File: src/rtl/stream_pkg.sv
// Shared types and default sizing for the block-order restoring stream path.
package stream_pkg;

  typedef enum logic {
    EMPTY = 1'b0,
    FULL  = 1'b1
  } bank_state_e;

  localparam int unsigned DEF_WIDTH = 32;
  localparam int unsigned DEF_BLOCK = 8;
  localparam int unsigned IDX_W     = $clog2(DEF_BLOCK);
  localparam int unsigned CNT_W     = $clog2(DEF_BLOCK) + 1;

endpackage

File: src/rtl/stream_bank.sv
// One half of the ping-pong buffer: word storage, fill count and EMPTY/FULL state.
module stream_bank
  import stream_pkg::*;
#(
  parameter int unsigned WIDTH = DEF_WIDTH,
  parameter int unsigned BLOCK = DEF_BLOCK
) (
  input  logic                       clk,
  input  logic                       rst,
  input  logic [WIDTH-1:0]           wr_data,
  input  logic [$clog2(BLOCK)-1:0]   wr_idx,
  input  logic                       we,
  input  logic                       close,
  input  logic [$clog2(BLOCK)-1:0]   rd_idx,
  input  logic                       free,
  output logic [WIDTH-1:0]           rd_data,
  output logic [$clog2(BLOCK):0]     count,
  output logic                       full
);

  localparam int unsigned CW = $clog2(BLOCK) + 1;

  logic [WIDTH-1:0] mem [BLOCK];
  bank_state_e      state_q;
  logic [CW-1:0]    count_q;

  always_ff @(posedge clk) begin
    if (we) mem[wr_idx] <= wr_data;
  end

  // close and free never hit the same bank in one cycle: writes need EMPTY, reads need FULL
  always_ff @(posedge clk) begin
    if (rst) begin
      state_q <= EMPTY;
      count_q <= '0;
    end else if (close) begin
      state_q <= FULL;
      count_q <= CW'(wr_idx) + CW'(1);
    end else if (free) begin
      state_q <= EMPTY;
    end
  end

  assign rd_data = mem[rd_idx];
  assign count   = count_q;
  assign full    = (state_q == FULL);

endmodule

File: src/rtl/stream_uninverse.sv
// Restores original word order within blocks that arrive reversed, using two ping-pong banks.
module stream_uninverse
  import stream_pkg::*;
#(
  parameter int unsigned WIDTH = DEF_WIDTH,
  parameter int unsigned BLOCK = DEF_BLOCK
) (
  input  logic             clk,
  input  logic             rst,
  input  logic [WIDTH-1:0] in_data,
  input  logic             in_valid,
  input  logic             in_last,
  output logic             in_ready,
  output logic [WIDTH-1:0] out_data,
  output logic             out_valid,
  output logic             out_last,
  input  logic             out_ready
);

  localparam int unsigned   IW       = $clog2(BLOCK);
  localparam int unsigned   CW       = IW + 1;
  localparam logic [IW-1:0] LAST_IDX = IW'(BLOCK - 1);

  logic             wbank, rbank;
  logic [IW-1:0]    widx, rpos, ridx;
  logic [CW-1:0]    rd_count;
  logic [1:0]       full;
  logic [WIDTH-1:0] bank_data  [2];
  logic [CW-1:0]    bank_count [2];
  logic             accept, close_blk, take, drain_done;

  assign in_ready   = ~full[wbank];
  assign out_valid  = full[rbank];
  assign accept     = in_valid & in_ready;
  assign close_blk  = accept & (in_last | (widx == LAST_IDX));

  // ridx = count-1 down to 0, derived from an up-counter so it is valid whenever a bank fills
  assign rd_count   = bank_count[rbank];
  assign ridx       = IW'(rd_count - CW'(1) - CW'(rpos));
  assign out_last   = out_valid & (ridx == '0);
  assign take       = out_valid & out_ready;
  assign drain_done = take & out_last;
  assign out_data   = out_valid ? bank_data[rbank] : '0;

  for (genvar b = 0; b < 2; b++) begin : g_bank
    stream_bank #(
      .WIDTH(WIDTH),
      .BLOCK(BLOCK)
    ) u_bank (
      .clk    (clk),
      .rst    (rst),
      .wr_data(in_data),
      .wr_idx (widx),
      .we     (accept & (wbank == 1'(b))),
      .close  (close_blk & (wbank == 1'(b))),
      .rd_idx (ridx),
      .free   (drain_done & (rbank == 1'(b))),
      .rd_data(bank_data[b]),
      .count  (bank_count[b]),
      .full   (full[b])
    );
  end

  always_ff @(posedge clk) begin
    if (rst) begin
      wbank <= 1'b0;
      widx  <= '0;
      rbank <= 1'b0;
      rpos  <= '0;
    end else begin
      if (accept) begin
        if (close_blk) begin
          widx  <= '0;
          wbank <= ~wbank;
        end else begin
          widx <= widx + IW'(1);
        end
      end
      if (take) begin
        if (out_last) begin
          rpos  <= '0;
          rbank <= ~rbank;
        end else begin
          rpos <= rpos + IW'(1);
        end
      end
    end
  end

endmodule

File: config.mk
export PLATFORM = sky130hd
export DESIGN_NAME = stream_uninverse
export DESIGN_NICKNAME = d
export VERILOG_FILES = /design/src/rtl/stream_pkg.sv /design/src/rtl/stream_bank.sv /design/src/rtl/stream_uninverse.sv
export SDC_FILE = /design/constraint.sdc
export NUM_CORES = 1
export LEC_CHECK = 0
export CELL_PAD_IN_SITES_DETAIL_PLACEMENT = 0
export CELL_PAD_IN_SITES_GLOBAL_PLACEMENT = 2
export CORE_MARGIN = 3
export CORE_UTILIZATION = 53
export CTS_CLUSTER_DIAMETER = 50
export CTS_CLUSTER_SIZE = 25
export DETAILED_ROUTE_END_ITERATION = 8
export GPL_TIMING_DRIVEN = 0
export PLACE_DENSITY = 0.93
export SLEW_MARGIN = 5
export SYNTH_ARGS = -nofsm -noshare
export SYNTH_HDL_FRONTEND = slang
export SYNTH_SLANG_ARGS = --single-unit
File: constraint.sdc
create_clock -name clk -period 6.05 [get_ports clk]
set_input_delay 1.21 -clock clk [delete_from_list [all_inputs] [get_ports clk]]
set_output_delay 1.21 -clock clk [all_outputs]
set_load 0.02 [all_outputs]
-- Word level (Yosys, flattened, before mapping)
Memory sizes are Yosys's and may differ from the RTL's.
Index checks and enable logic that the tools add are counted.
- memory bits (writable): 512
- bits in latches: 0
- register bits: 16
- memories: 2
- logic and storage cells: 61
- bits in read-only memories: 0
- reduce and logical (&&, ||, !) cells: 5
- bitwise logic cells: 16
- multipliers: 0
- add/subtract/negate cells: 5
- equality and inequality tests: 1
- shift operators: 0
- multiplexer cells: 21
- div/mod/pow operators: 0
- order comparisons: 3
- memories (name ; words ; width ; rd ports ; clocked after memory_dff ; write ports ; line ; RTL):
    g_bank[0].u_bank.mem ; 8 ; 32 ; 1 ; 0 ; 1 ; stream_bank.sv:23 ; logic [WIDTH-1:0] mem [BLOCK];
    g_bank[1].u_bank.mem ; 8 ; 32 ; 1 ; 0 ; 1 ; stream_bank.sv:23 ;
- operator list (cell ; number):
    2-to-1 mux 32 bit ; 4
    2-to-1 mux 3 bit ; 5
    2-to-1 mux 1 bit ; 12
    AND 1 bit ; 11
    adder 3 x 1 -> 3 bit (second input constant) ; 3
    < comparator 1 x 2 -> 1 bit (second input constant) ; 2
    AND reduction 2 bit ; 2
    nonzero test 2 bit ; 2
    == test 3 bit (second input constant) ; 1
    logical NOT 3 bit ; 1
    inverter 1 bit ; 3
    subtractor 3 x 1 -> 3 bit (second input constant) ; 1
    subtractor 3 bit ; 1
    >= comparator 2 bit (second input constant) ; 1
    inverter 1 -> 2 bit ; 1
    bitwise OR 1 bit ; 1

-- Logic depth before layout (Yosys ltp)
Gate-level depths: netlist of run 1.
- depth after elaboration: 12
- mapped depth: 10
- gate-level depth less buffers: 7

-- By module
Synthesis of run 1 repeated with hierarchy kept, for this count alone.
- cell total of the unflattened synthesis: 938
- area total of the unflattened synthesis: 21085.2 sq um
- by module, submodules not included (module ; cells each ; area each (sq um) ; sequential area each (sq um) ; times used):
    stream_bank ; 403 ; 10019.6 ; 7787.5 ; 2
    stream_uninverse ; 132 ; 1046.0 ; 160.2 ; 1

-- Worst setup path before layout of run 1
No wires, ideal clock.
- kind: input -> register
- start: input port in_valid
- end: memory g_bank[0].u_bank.mem[0][0] in the netlist's numbering, enable pin
- library setup time: 461 ps
- path slack: 1757 ps
- arrival time: 3832 ps
- cell stages on the path: 3
- path buffers: 0
- required time: 5589 ps
- path through: nor3b_1 nand2b_1 nor3_1
- word-level cells in the longest chain between the ends: 4
- RTL lines (what ; line ; RTL):
    start: declaration ; stream_uninverse.sv:11 ; input logic in_valid,
    AND 1 bit ; stream_uninverse.sv:34 ; assign accept = in_valid & in_ready;
    AND 1 bit ; stream_uninverse.sv:54 ; .we (accept & (wbank == 1'(b))),
    2-to-1 mux 1 bit ; stream_bank.sv:28 ; if (we) mem[wr_idx] <= wr_data;
    2-to-1 mux 1 bit (implied by the code) ; stream_bank.sv:28 ;
    end: declaration ; stream_bank.sv:23 ;
Every way passes these cells.

-- Worst setup path in the final report of run 1
- start: register rbank
- end: output port out_data[22]
- word-level cells in the longest chain between the ends: 11
- elaborated cells between the ends (all ways): 14
- RTL lines (what ; line ; RTL):
    start: declaration ; stream_uninverse.sv:24 ; logic wbank, rbank;
    start signal: assignment ; stream_uninverse.sv:82 ; rbank <= ~rbank;
    inverter 1 -> 2 bit (implied by the code) ; stream_uninverse.sv:38, stream_uninverse.sv:43 ;
    2-to-1 mux 3 bit (implied by the code) (3 in a row) ; stream_uninverse.sv:38 ; assign rd_count = bank_count[rbank];
    subtractor 3 x 1 -> 3 bit ; stream_uninverse.sv:39 ; assign ridx = IW'(rd_count - CW'(1) - CW'(rpos));
    subtractor 3 bit ; stream_uninverse.sv:39 ;
    memory (8 x 32 bit) ; n/a ;
    2-to-1 mux 32 bit (implied by the code) (3 in a row) ; stream_uninverse.sv:43 ; assign out_data = out_valid ? bank_data[rbank] : '0;
    2-to-1 mux 32 bit * ; stream_uninverse.sv:43 ;
    end: declaration ; stream_uninverse.sv:14 ; output logic [WIDTH-1:0] out_data,
Every way passes the cells marked *; elsewhere a longest branch is shown, timed or not. The select of a mux whose other input is x is not followed.

==> run metrics, run 1 <==
EDFF count, synth 512; worst-path maximum fanout 10; via/cell ratio 6.11; CTS buffer count 40; class of the tightest hold or removal check reg2reg; largest net degree at the start of global routing 26; vias in the first global route 9834; IO Pins 72; final setup violation count 0; synth top area cells edfxtp_1 76%, mux4_2 14%, mux2i_1 3.5%, dfxtp_1 1.6%, o22ai_1 0.99%; Post-DP HPWL about 27 mm; RePlAce Congestion 0.736; clk_lat worst skew 0.55 ns; crit share post-route about 95%; Synth Register Bits 528; met3 Usage GRT 4.21%; drt first-iter violations 962; status finished clean; Data required, critical path about 4.8 ns; synthesized cell area 20300 um2; average size of a mapped cell 22.6 um2; H-Tree Level Count 2; Remaining DRCs 0; placed instance area approximately 22000 um2; global-route wire length before repair 64.3 mm; synthesized net count about 940; Max Fclk 0.175 GHz; post-synth top area cell edfxtp_1; dominant synthesized flop cell edfxtp_1; post-synthesis cell type count 40; cell family with most CP delay buffers and inverters; Die ar. approximately 41000 um2; clock skew 0.0230 ns; synthesis-to-layout area growth 16.3%; first drt pass iteration count 5; layout cells sized above 1 about a quarter; IO Port Bufs 70; core area 37700 um2; CP Buf/Inv Count 4; critical path class reg2out; min Tclk post-route 5.73 ns; grt met1 use 30.7%; cell count after synthesis 896; yosys warns 0; Worst Tran Pin Value 0.872 ns; deepest clock path buffer count 3; GRT overflow 0; CP cell instances buf_6, mux2_2, ha_1, fa_1, buf_2, clkbuf_1, mux4_2, mux2i_1, o22ai_1, clkdlybuf4s50_1; RSZ-0062 raised after global routing false; max_slew headroom 41.6%; design area about 24000 um2; postcts setup bufs 0; crit start category register; vias 9656; post_cts resized 0; Crit. End Element output port; Hold Vio Cnt, Final 0; CTS tree yes; CTS sink cnt about 530; height of the die 202 um; row count just over 70; Crit path arrival time 4.52 ns; Clock Pin Slew Worst Setup and Hold Paths about 0.070 ns; routed len/inst 27.3 um; PD cells ~320 nW/um2; Slew Viols, Final 0; sequential fraction of the synthesis area 77.4%; worst-path cell with the longest stage delay clkdlybuf4s50_1; final setup TNS 0 ns; Worst path max stage delay 0.69 ns; DRT antenna net count 0; overall die width between 200 and 250 um; gr usage total 21.5%; WL final 43.1 mm; initial antenna violation count 2; Peak VDD IR 0.000202 V; # nets final around 1100; total power 7.58 mW; Root Buffer clkbuf_16; async set-reset flop share out of synthesis 0%; Initial Util between 50% and 60%; GR peak layer met2; Leak Pwr between 7 and 8 nW; max_cap viols 0; hold_buf cts 0; GRT met2 Usage 34.7%; Yosys top cell area share 75.8%
==> cells by family (layout without fill, tap and decap cells) <==
kind of cell / Yosys count / count (layout) / share of synthesized area (%)
flip-flops: 528 / 528 / 77.4
multiplexers: 202 / 202 / 17.9
AO/OA/AOI/OAI: 54 / 54 / 1.66
buffers and inverters: 53 / 225 / 1.28
AND/OR/NAND/NOR: 51 / 51 / 1.19
adder cells (fa/ha/maj): 5 / 5 / 0.345
XOR/XNOR: 3 / 3 / 0.204
other: 0 / 1 / 0
==> Yosys cell counts (all sizes together) (2+ instances only) <==
master / n
edfxtp: 512
mux4: 128
mux2i: 71
o22ai: 32
buf: 27
clkbuf: 21
nor2: 19
dfxtp: 16
nand2: 13
a21oi: 11
inv: 5
ha: 4
nor3: 4
mux2: 3
nand2b: 3
nand4: 3
o21ai: 3
o2111ai: 2
o31ai: 2
or2: 2
xor2: 2
==> state kept, by name (all words and copies together) (netlist names) <==
signal	cells
g_bank.u_bank.mem	512
g_bank.u_bank.full	2
rpos	3
widx	3
g_bank.u_bank.count	6
rbank	1
wbank	1
==> where the power goes <==
group / internal [mW] / switching [mW] / total (mW)
clock network: 1.46 / 1.38 / 2.84
logic: 0.309 / 0.370 / 0.679
registers: 4.04 / 0.0112 / 4.06
==> path summary, 6_finish.rpt <==
path / from / slack [ns] / endpoint / cells past startpoint
worst max-delay path: rbank / 0.32 / out_data[22] / 10
worst min register to register: rpos[1] / 0.50 / rpos[1] / 2
worst max register to register: rbank / 3.35 / rbank / 8
worst min-delay path: rpos[1] / 0.50 / rpos[1] / 2
==> layer usage <==
metal,routed length [um],share of wire [%]
met1,17100,40
met2,21200,49
met3,3720,8.6
met4,1120,2.6
met5,13,0.030
==> per-stage QoR <==
stage	setup slack [ns]	cells	utilization, %	hold WS, ns
after detailed placement	0.920	1505	58.8	0.476
after global placement	-1.64	1477	57.4	0.471
after CTS	0.320	1579	62.6	0.487
final	0.320	1580	62.7	0.495
after floorplan	1.76	896	-	0.449
after global routing	0.202	1579	62.6	0.505
==> layout make-up <==
cell class,count,area (um2)
fillers,2504,14100
diodes,1,2.50
clock buffers,42,1030
inverters,5,18.8
plain buffers,48,240
clock inverters,32,417
repair buffers,98,1120
flip-flops and latches,528,15700
multi-input cells,315,4440
well taps,511,639
==> worst register-to-register path, delay by kind of cell, from the launching register on <==
family | cells | cell delay (ns)
fa+ha+maj | 2 | 0.69
buf+inv | 2 | 0.32
simple gates | 2 | 0.80
flops | 1 | 0.33
mux | 1 | 0.35
compound gates | 1 | 0.15
==> layout by cell type (no fill, tap or decap), types with 2 or more instances in the layout <==
master           synthesis  final
clkbuf_16                0     41
ha_1                     4      4
o2111ai_1                2      2
mux2_2                   3      3
buf_1                    3      3
o22ai_1                 32     32
inv_1                    5      5
nor3_2                   0      4
clkinv_4                 0      3
o21ai_0                  2      2
buf_6                    4      9
a21oi_1                 11     11
nand2b_1                 3      3
clkbuf_1                21     22
mux2i_1                 70     70
buf_16                   0      5
buf_2                   18     18
buf_4                    2     13
bufinv_16                0      3
mux4_2                 128    128
dfxtp_1                 16     16
nor2_1                  19      7
clkinv_8                 0      7
inv_8                    0      8
edfxtp_1               512    512
nand4_1                  3      3
clkdlybuf4s50_1          0     70
nor2_4                   0     12
clkinv_1                 0      3
or2_2                    2      2
o31ai_1                  2      2
nand2_1                 13     13
buf_12                   0      7
inv_6                    0      5
Power figures use the tool's default switching activity.
==> run 2, diff against run 1 <==
--- a/config.mk
+++ b/config.mk
@@ -8,12 +8,12 @@
 export CELL_PAD_IN_SITES_DETAIL_PLACEMENT = 0
 export CELL_PAD_IN_SITES_GLOBAL_PLACEMENT = 2
 export CORE_MARGIN = 3
-export CORE_UTILIZATION = 53
+export CORE_UTILIZATION = 49
 export CTS_CLUSTER_DIAMETER = 50
 export CTS_CLUSTER_SIZE = 25
 export DETAILED_ROUTE_END_ITERATION = 8
 export GPL_TIMING_DRIVEN = 0
-export PLACE_DENSITY = 0.93
+export PLACE_DENSITY = 0.87
 export SLEW_MARGIN = 5
 export SYNTH_ARGS = -nofsm -noshare
 export SYNTH_HDL_FRONTEND = slang
==> constraint.sdc (replaced) <==
create_clock -name clk -period 5.5 [get_ports clk]
set_input_delay 1.1 -clock clk [delete_from_list [all_inputs] [get_ports clk]]
set_output_delay 1.1 -clock clk [all_outputs]
set_load 0.02 [all_outputs]
==> run 2 against run 1 <==
Against the previous run:
- non-clock buffer count shrank 1
- critical path type unchanged
- largest cell class unchanged
- core utilization fell by 4.2 points
- sequential share of layout area rose by 0.13 points
- setup slack got worse by 0.20 ns
- total power increased by 8.9%
==> run metrics, run 2 (synthesis results as in run 1) <==
status finished clean (unchanged); routed len/inst 26.9 um (was 27.3 um); post-layout util 58.5% (was 62.7%); initial antenna violation count 2 (unchanged); Reg2Reg Capture Point rbank (unchanged); worst-path maximum fanout 10 (unchanged); worst hold slack 0.502 ns (was 0.495 ns); synthesis-to-layout area growth 16.1% (was 16.3%); core area 40300 um2 (was 37700 um2); RePlAce Congestion 0.724 (was 0.736); largest net degree at the start of global routing 26 (unchanged); most common cell after layout, fill and taps aside edfxtp_1 (unchanged); height of the die 209 um (was 202 um); GR peak layer met2 (unchanged); Root Buffer clkbuf_16 (unchanged); Die ar. 43900 um2 (was 40700 um2); Data required, critical path 4.40 ns (was 4.84 ns); max reg flops 512 (unchanged); Crit path arrival time 4.28 ns (was 4.52 ns); global-route wire length before repair 64.2 mm (was 64.3 mm); final setup violation count 0 (unchanged); CP Buf/Inv Count 4 (unchanged); most frequent cells in the layout 512 x edfxtp_1, 128 x mux4_2, 70 x mux2i_1, 70 x clkdlybuf4s50_1, 41 x clkbuf_16 (unchanged); Most flops, register g_bank.u_bank.mem (unchanged); GRT met2 Usage 32.5% (was 34.7%); FF-to-FF setup slack 2.81 ns (was 3.35 ns); first drt pass iteration count 5 (unchanged); PD cells 350 nW/um2 (was 321 nW/um2); crit start category register (unchanged); Remaining DRCs 0 (unchanged); DRT antenna net count 0 (unchanged); # nets final 1076 (was 1078); RSZ-0062 raised after global routing false (unchanged); GRT overflow 0 (unchanged); WL final 42.8 mm (was 43.1 mm); drt first-iter violations 920 (was 962); final setup TNS 0 ns (unchanged); deepest clock path buffer count 3 (unchanged); CTS sink cnt 528 (unchanged); FF-to-FF Start rbank (unchanged); row count 73 (was 71); max_slew headroom 34.5% (was 41.6%); IO Pins 72 (unchanged); cell family with most CP delay buffers and inverters (unchanged); Slew Viols, Final 0 (unchanged); min Tclk post-route around 5.4 ns; Worst path depth 10 (unchanged); # fillers 2843 (was 2504); Worst path max stage delay 0.70 ns (was 0.69 ns); Crit. End Element output port (unchanged); class of the tightest hold or removal check reg2reg (unchanged); overall die width 209 um (was 202 um); WHS Path Cells 2 (unchanged); Post-DP HPWL 26.9 mm (was 26.6 mm); max_cap viols 0 (unchanged); Clock Pin Slew Worst Setup and Hold Paths 0.08 ns (was 0.07 ns); crit share post-route 97.8%; clk_lat worst skew 0.56 ns (was 0.55 ns); Peak VDD IR 0.000206 V (was 0.000202 V); gr usage total 19.8% (was 21.5%); FF-to-FF path depth 8 (unchanged); met3 Usage GRT 3.02% (was 4.21%); worst setup margin 0.120 ns (was 0.320 ns); Worst Tran Pin Value 0.978 ns (was 0.872 ns); Min-Delay Startpoint rpos[1] (unchanged); Hold Vio Cnt, Final 0 (unchanged); Initial Util 50.4% (was 53.8%); Max Fclk roughly 0.19 GHz; vias 9609 (was 9656); vias in the first global route 9790 (was 9834); CTS buffer count 39 (was 40); Hold Path End rpos[1] (unchanged); CP cell instances buf_6, mux2_2, ha_1, fa_1, buf_2, clkbuf_2, mux4_2, mux2i_1, o22ai_1, clkdlybuf4s50_1 (was buf_6, mux2_2, ha_1, fa_1, buf_2, clkbuf_1, mux4_2, mux2i_1, o22ai_1, clkdlybuf4s50_1); clock skew 0.0242 ns (was 0.0230 ns); dpl ws 0.406 ns (was 0.920 ns); postcts setup bufs 0 (unchanged); IO Port Bufs 70 (unchanged); H-Tree Level Count 2 (unchanged); grt met1 use 28.4% (was 30.7%); Leak Pwr 7.41 nW (was 7.43 nW); layout cells sized above 1 26.5% (was 25.7%); via/cell ratio 6.04 (was 6.11); worst-path cell with the longest stage delay clkdlybuf4s50_1 (unchanged); critical path class reg2out (unchanged); total power 8.25 mW (was 7.58 mW); CTS tree yes (unchanged)
==> run 2: cell count changes in the layout (fill, tap and decap cells not counted), moves of 3 or more <==
cell      before  now
buf_12         7   10
clkinv_4       3    0
clkbuf_1      22   10
buf_16         5    2
clkbuf_2       0   12
==> run 2: worst max path at each step <==
stage / startpoint / slack, ns / to
after floorplan: in_valid / 1.32 / g_bank[0].u_bank.mem[0][0]
after global placement: in_valid / -2.26 / g_bank[0].u_bank.mem[2][18]
after detailed placement: rbank / 0.41 / out_data[15]
after CTS: rbank / 0.003 / out_data[7]
after global routing: rbank / 0.01 / out_data[15]
final: rbank / 0.12 / out_data[15]
==> run 2: layout make-up <==
class / instances / area [um2] / area share [%]
Sequential cell: 528 / 15700 / 66.6
Multi-Input combinational cell: 315 / 4440 / 18.8
Timing Repair Buffer: 97 / 1090 / 4.62
Clock buffer: 42 / 1030 / 4.37
Tap cell: 525 / 657 / 2.79
Clock inverter: 28 / 365 / 1.55
Buffer: 48 / 255 / 1.08
Inverter: 5 / 18.8 / 0.0797
Antenna cell: 2 / 5.00 / 0.0212
==> run 2: worst register-to-register path: stages (launching register included) <==
cell     delay [ns]
dfxtp_1        0.33
buf_6          0.15
mux2_2         0.34
ha_1           0.19
fa_1           0.49
or2_2          0.31
buf_1          0.19
or4_1          0.49
a21oi_1        0.14
==> run 2: stage by stage <==
stage,cell area [um2],std cells
3_5_place_dp,22100,1518
3_3_place_gp,21600,1491
6_report,23600,1590
2_1_floorplan,20300,896
5_1_grt,23600,1589
4_1_cts,23500,1588
==> run 2: report_power, final <==
part	internal (mW)	switching [mW]
Clock	1.55	1.50
Sequential	4.45	0.0115
Combinational	0.340	0.403
==> run 2: what timing repair did <==
item | CTS | global route
hold buffers | 0 | 0
setup endpoints to repair | 29 | 20
endpoints found under the hold margin | 0 | 0
gates resized for setup | 10 | 4
==> run 2: layer usage <==
metal	up-vias	part of all wire, %
met5	-	0
met4	0	1.9
met3	57	7.2
met2	381	50
met1	5094	41
li1	4077	-
==> RTL edit 1: new RTL, config.mk and constraints of run 2 <==
Change the package constant `DEF_BLOCK` from 8 to 16.
--- a/src/rtl/stream_pkg.sv
+++ b/src/rtl/stream_pkg.sv
@@ -9,3 +9,3 @@
   localparam int unsigned DEF_WIDTH = 32;
-  localparam int unsigned DEF_BLOCK = 8;
+  localparam int unsigned DEF_BLOCK = 16;
   localparam int unsigned IDX_W     = $clog2(DEF_BLOCK);
Formal check against the unedited RTL: same outputs for any inputs over 4 cycles, from zero or initial values and one cycle with rst high; that may be too few to reach the edited logic, so the function may still have changed.
==> RTL edit 1 against run 2 <==
Routed wire length up 120%. Setup slack worse by 0.0087 ns. Fmax down 0.16%. Count of clock-buffer cells in the layout up 49. Design area up 100%. Synthesized cell count up 130%. Global-route usage up 2.4 points. First-iteration DRC count up 120%. Combinational power rose to 2.9 times the old value. Largest power group unchanged. Total power up 110%. Synthesized area up 100%. Sequential cell count up 516. Critical path type unchanged.
==> RTL edit 1: results (changes against run 2) <==
areal power density over the cells=368 mW/mm² (was 350 mW/mm²); Vias=20,650 (was 9,609); proportion of synthesized chip area in sequential cells=0.763 (was 0.774); CP arrival=4.29 ns (was 4.28 ns); Post-DP HPWL=63,500 µm (was 26,900 µm); part of the power in registers=0.506 (was 0.540); reg2reg path depth=10 (was 8); pin count of the biggest net entering global routing=33 (was 26); Final Net Count=2,323 (was 1,076); Total GRT Usage=0.221 (was 0.198); cell-internal power=0.0128 W (was 0.00634 W); total design power=0.0174 W (was 0.00825 W); leakage power figure=15.7 nW (was 7.41 nW); Setup WS pre-CTS=-0.361 ns (was 0.406 ns); metal1 wirelength=37,500 µm (was 17,500 µm); total placed instance area=0.0438 mm² (was 0.0221 mm²); Max VDD drop=345 µV (was 206 µV); slack of the worst reg-to-reg path=2.38 ns (was 2.81 ns); minimum hold slack=0.498 ns (was 0.502 ns); number of flip-flops in the largest register=1,024 (was 512); amount of wire on met3 after detailed routing=6560 µm (was 3090 µm); Worst Min Path Start=g_bank[1].u_bank.count[0] (was rpos[1]); initial antenna violation count=0 (was 2); count of flip-flops with a built-in enable after synthesis=1,024 (was 512); count of cell types in the netlist=46 (was 40); hold worst-path end=g_bank[1].u_bank.count[0] (was rpos[1]); Filler Cells Inserted=5,878 (was 2,843); met1 GRT Util=0.296 (was 0.284); M3 GR Usage=0.0382 (was 0.0302); global-route wire length before repair=140,000 µm (was 64,200 µm); worst clock skew on the final layout=0.0284 ns (was 0.0242 ns); power dissipated in the clock network=0.00642 W (was 0.00305 W); Skew-Pair Late Insertion Delay=0.66 ns (was 0.56 ns); run status=finished clean (unchanged); final weighted congestion in routability-driven placement=0.794 (was 0.724); H-tree lvl count=3 (was 2); biggest area contributors in the synthesized netlist=edfxtp_1, mux4_2, mux2i_1 (unchanged); number of placed cells counting well taps=3,261 (was 1,518); average size of a mapped cell=19.6 µm² (was 22.6 µm²); layout cells sized above 1=0.238 (was 0.265); Syn Nets=2,135 (was 938); post-detailed-routing wire length=94,800 µm (was 42,800 µm); met2 WL=48,700 µm (was 21,400 µm); initial detailed-routing violation count=1,982 (was 920)
-- RTL edit 1: cell count changes after synthesis, moves of 50 or more --
cell      delta
edfxtp_1   +512
nand3_1    +193
nand2_1    +129
mux2i_1    +126
mux4_2      +64
clkbuf_1    +50
-- RTL edit 1: layout make-up --
class	count	area share
Sequential cell	1044	0.660
Inverter	10	0.000795
Tap cell	1070	0.0283
Clock inverter	66	0.0183
Buffer	130	0.0155
Timing Repair Buffer	103	0.0285
Clock buffer	91	0.0464
Multi-Input combinational cell	904	0.203
-- RTL edit 1: kinds of logic after synthesis --
family                   synth area share
AND/OR/NAND/NOR                    0.0496
buffers and inverters              0.0151
flip-flops                          0.763
adder cells (fa/ha/maj)           0.00294
AO/OA/AOI/OAI                      0.0119
XOR/XNOR                          0.00297
multiplexers                        0.155
-- RTL edit 1: repair_timing --
item	in CTS	in global routing
buffers inserted	1	0
gates resized for setup	151	48
endpoints found under the hold margin	0	0
cloned	0	0
setup endpoints to repair	32	27
pin swaps	3	6
-- RTL edit 1: worst max-delay path: stages, from the launching register on --
cell and delay (ns):
dfxtp_1 0.32, buf_4 0.17, mux2i_1 0.39, inv_1 0.11, ha_1 0.29, a21o_1 0.19, a21oi_2 0.32, xor2_4 0.38
buf_4 0.43, mux2i_4 0.39, a32o_1 0.28, clkdlybuf4s15_1 0.34
-- RTL edit 1: worst max-delay path by stage --
stage / startpoint / to / slack [ns] / cells past startpoint
detailed placement: rbank / out_data[14] / -0.36 / 12
global placement: rbank / out_data[21] / -0.27 / 12
floorplan: rbank / out_data[25] / 1.51 / 12
finish: rbank / out_data[22] / 0.11 / 11
CTS: rbank / out_data[3] / 0.004 / 14
global route: rbank / out_data[27] / 0.0008 / 14
==> RTL edit 2: new RTL, settings of run 2 <==
Without the edit above. Reset style: asynchronous (`rst`), changed in 2 clocked blocks.
--- a/src/rtl/stream_bank.sv
+++ b/src/rtl/stream_bank.sv
@@ -31,3 +31,3 @@
   // close and free never hit the same bank in one cycle: writes need EMPTY, reads need FULL
-  always_ff @(posedge clk) begin
+  always_ff @(posedge clk or posedge rst) begin
     if (rst) begin
--- a/src/rtl/stream_uninverse.sv
+++ b/src/rtl/stream_uninverse.sv
@@ -63,3 +63,3 @@
 
-  always_ff @(posedge clk) begin
+  always_ff @(posedge clk or posedge rst) begin
     if (rst) begin
Function: differs if rst is asserted again (counterexample within 4 cycles, from zero or initial values and one cycle with rst high); with rst held inactive, the same outputs for 4 cycles.
==> RTL edit 2 against run 2 <==
Synthesized area is essentially flat. Sequential cell count is the same. Design area grew 1.1%. Critical endpoint is now out_data[31]. Setup slack gained 0.051 ns. Via count shrank 1.6%. Worst hold slack lost 0.025 ns. Routed wire length shrank 1.1%. Count of clock-buffer cells in the layout grew 2.
Power is not shown: default switching activity piles up to over one toggle a cycle in this logic, so the estimate is an artifact.
==> RTL edit 2: results (changes against run 2) <==
worst clock skew on the final layout=0.0352 ns (was 0.0242 ns); compound-gate portion of the synthesized area=0.0154 (was 0.0166); count of cell types in the netlist=39 (was 40); initial detailed-routing violation count=1,189 (was 920); xor/xnor share of the synthesized area=0.00259 (was 0.00204); total placed instance area=0.0222 mm² (was 0.0221 mm²); Worst Min Path Start=g_bank[1].u_bank.count[1] (was rpos[1]); adder and majority gate portion of the synthesized area=0.00346 (was 0.00345); clock buffers created by TritonCTS=42 (was 39); Reg clk slew, reported paths=0.06 ns (was 0.08 ns); worst-case headroom to the max-slew limit=0.345 (about the same); Vias=9,457 (was 9,609); reg2reg path depth=9 (was 8); CP arrival=4.23 ns (was 4.28 ns); Worst setup endpoint=out_data[31] (was out_data[15]); highest-delay cell along the critical path=fa_1 (was clkdlybuf4s50_1); Util after Layout=0.591 (was 0.585); slack of the worst reg-to-reg path=2.54 ns (was 2.81 ns); Final Net Count=1,070 (was 1,076); Filler Cells Inserted=2,823 (was 2,843); final weighted congestion in routability-driven placement=0.729 (was 0.724); run status=finished clean (unchanged); share of synthesized area spent on multiplexers=0.177 (was 0.179); number of placed cells counting well taps=1,509 (was 1,518); port bufs=71 (was 70); minimum hold slack=0.477 ns (was 0.502 ns); Final Instance Count excl. Fillers=1,588 (was 1,590); global-route wire length before repair=64,200 µm (about the same); cell count after synthesis=886 (was 896); Total GRT Usage=0.196 (was 0.198); routed wire length per instance=26.6 µm (was 26.9 µm); share of flip-flops with an asynchronous set or reset=0.0303 (was 0); Reg-to-Reg End=rbank (unchanged); Syn Nets=928 (was 938); Post-DP HPWL=26,800 µm (was 26,900 µm); biggest cell delay along the critical path=0.64 ns (was 0.70 ns)
## RTL edit 2: timing repair
item / CTS / global route
resized for setup: 15 / 20
endpoints found under the hold margin: 0 / 0
setup endpoints to repair: 32 / 14
## RTL edit 2: final cells by class
class,instances,area share
Clock buffer,44,0.0454
Multi-Input combinational cell,310,0.184
Tap cell,525,0.0276
Buffer,44,0.0105
Sequential cell,528,0.663
Inverter,4,0.000631
Timing Repair Buffer,98,0.0478
Clock inverter,34,0.0210
Antenna cell,1,0.000105
## RTL edit 2: cell families after synthesis
group / count (synthesis)
muxes: 198
and+or+nand+nor: 55
adders and majority gates: 5
xor gates and xnor gates: 3
DFF: 528
AOI/OAI and AO/OA: 49
buffers and inverters: 48
## RTL edit 2: routing by layer
layer  part of all wire  vias to the layer above  GRT usage
met2               0.51                      319      0.327
met3              0.058                       69     0.0308
met4              0.022                        2     0.0492
met5            0.00026                        -          0
li1                   -                     4046          -
met1               0.41                     5021      0.276
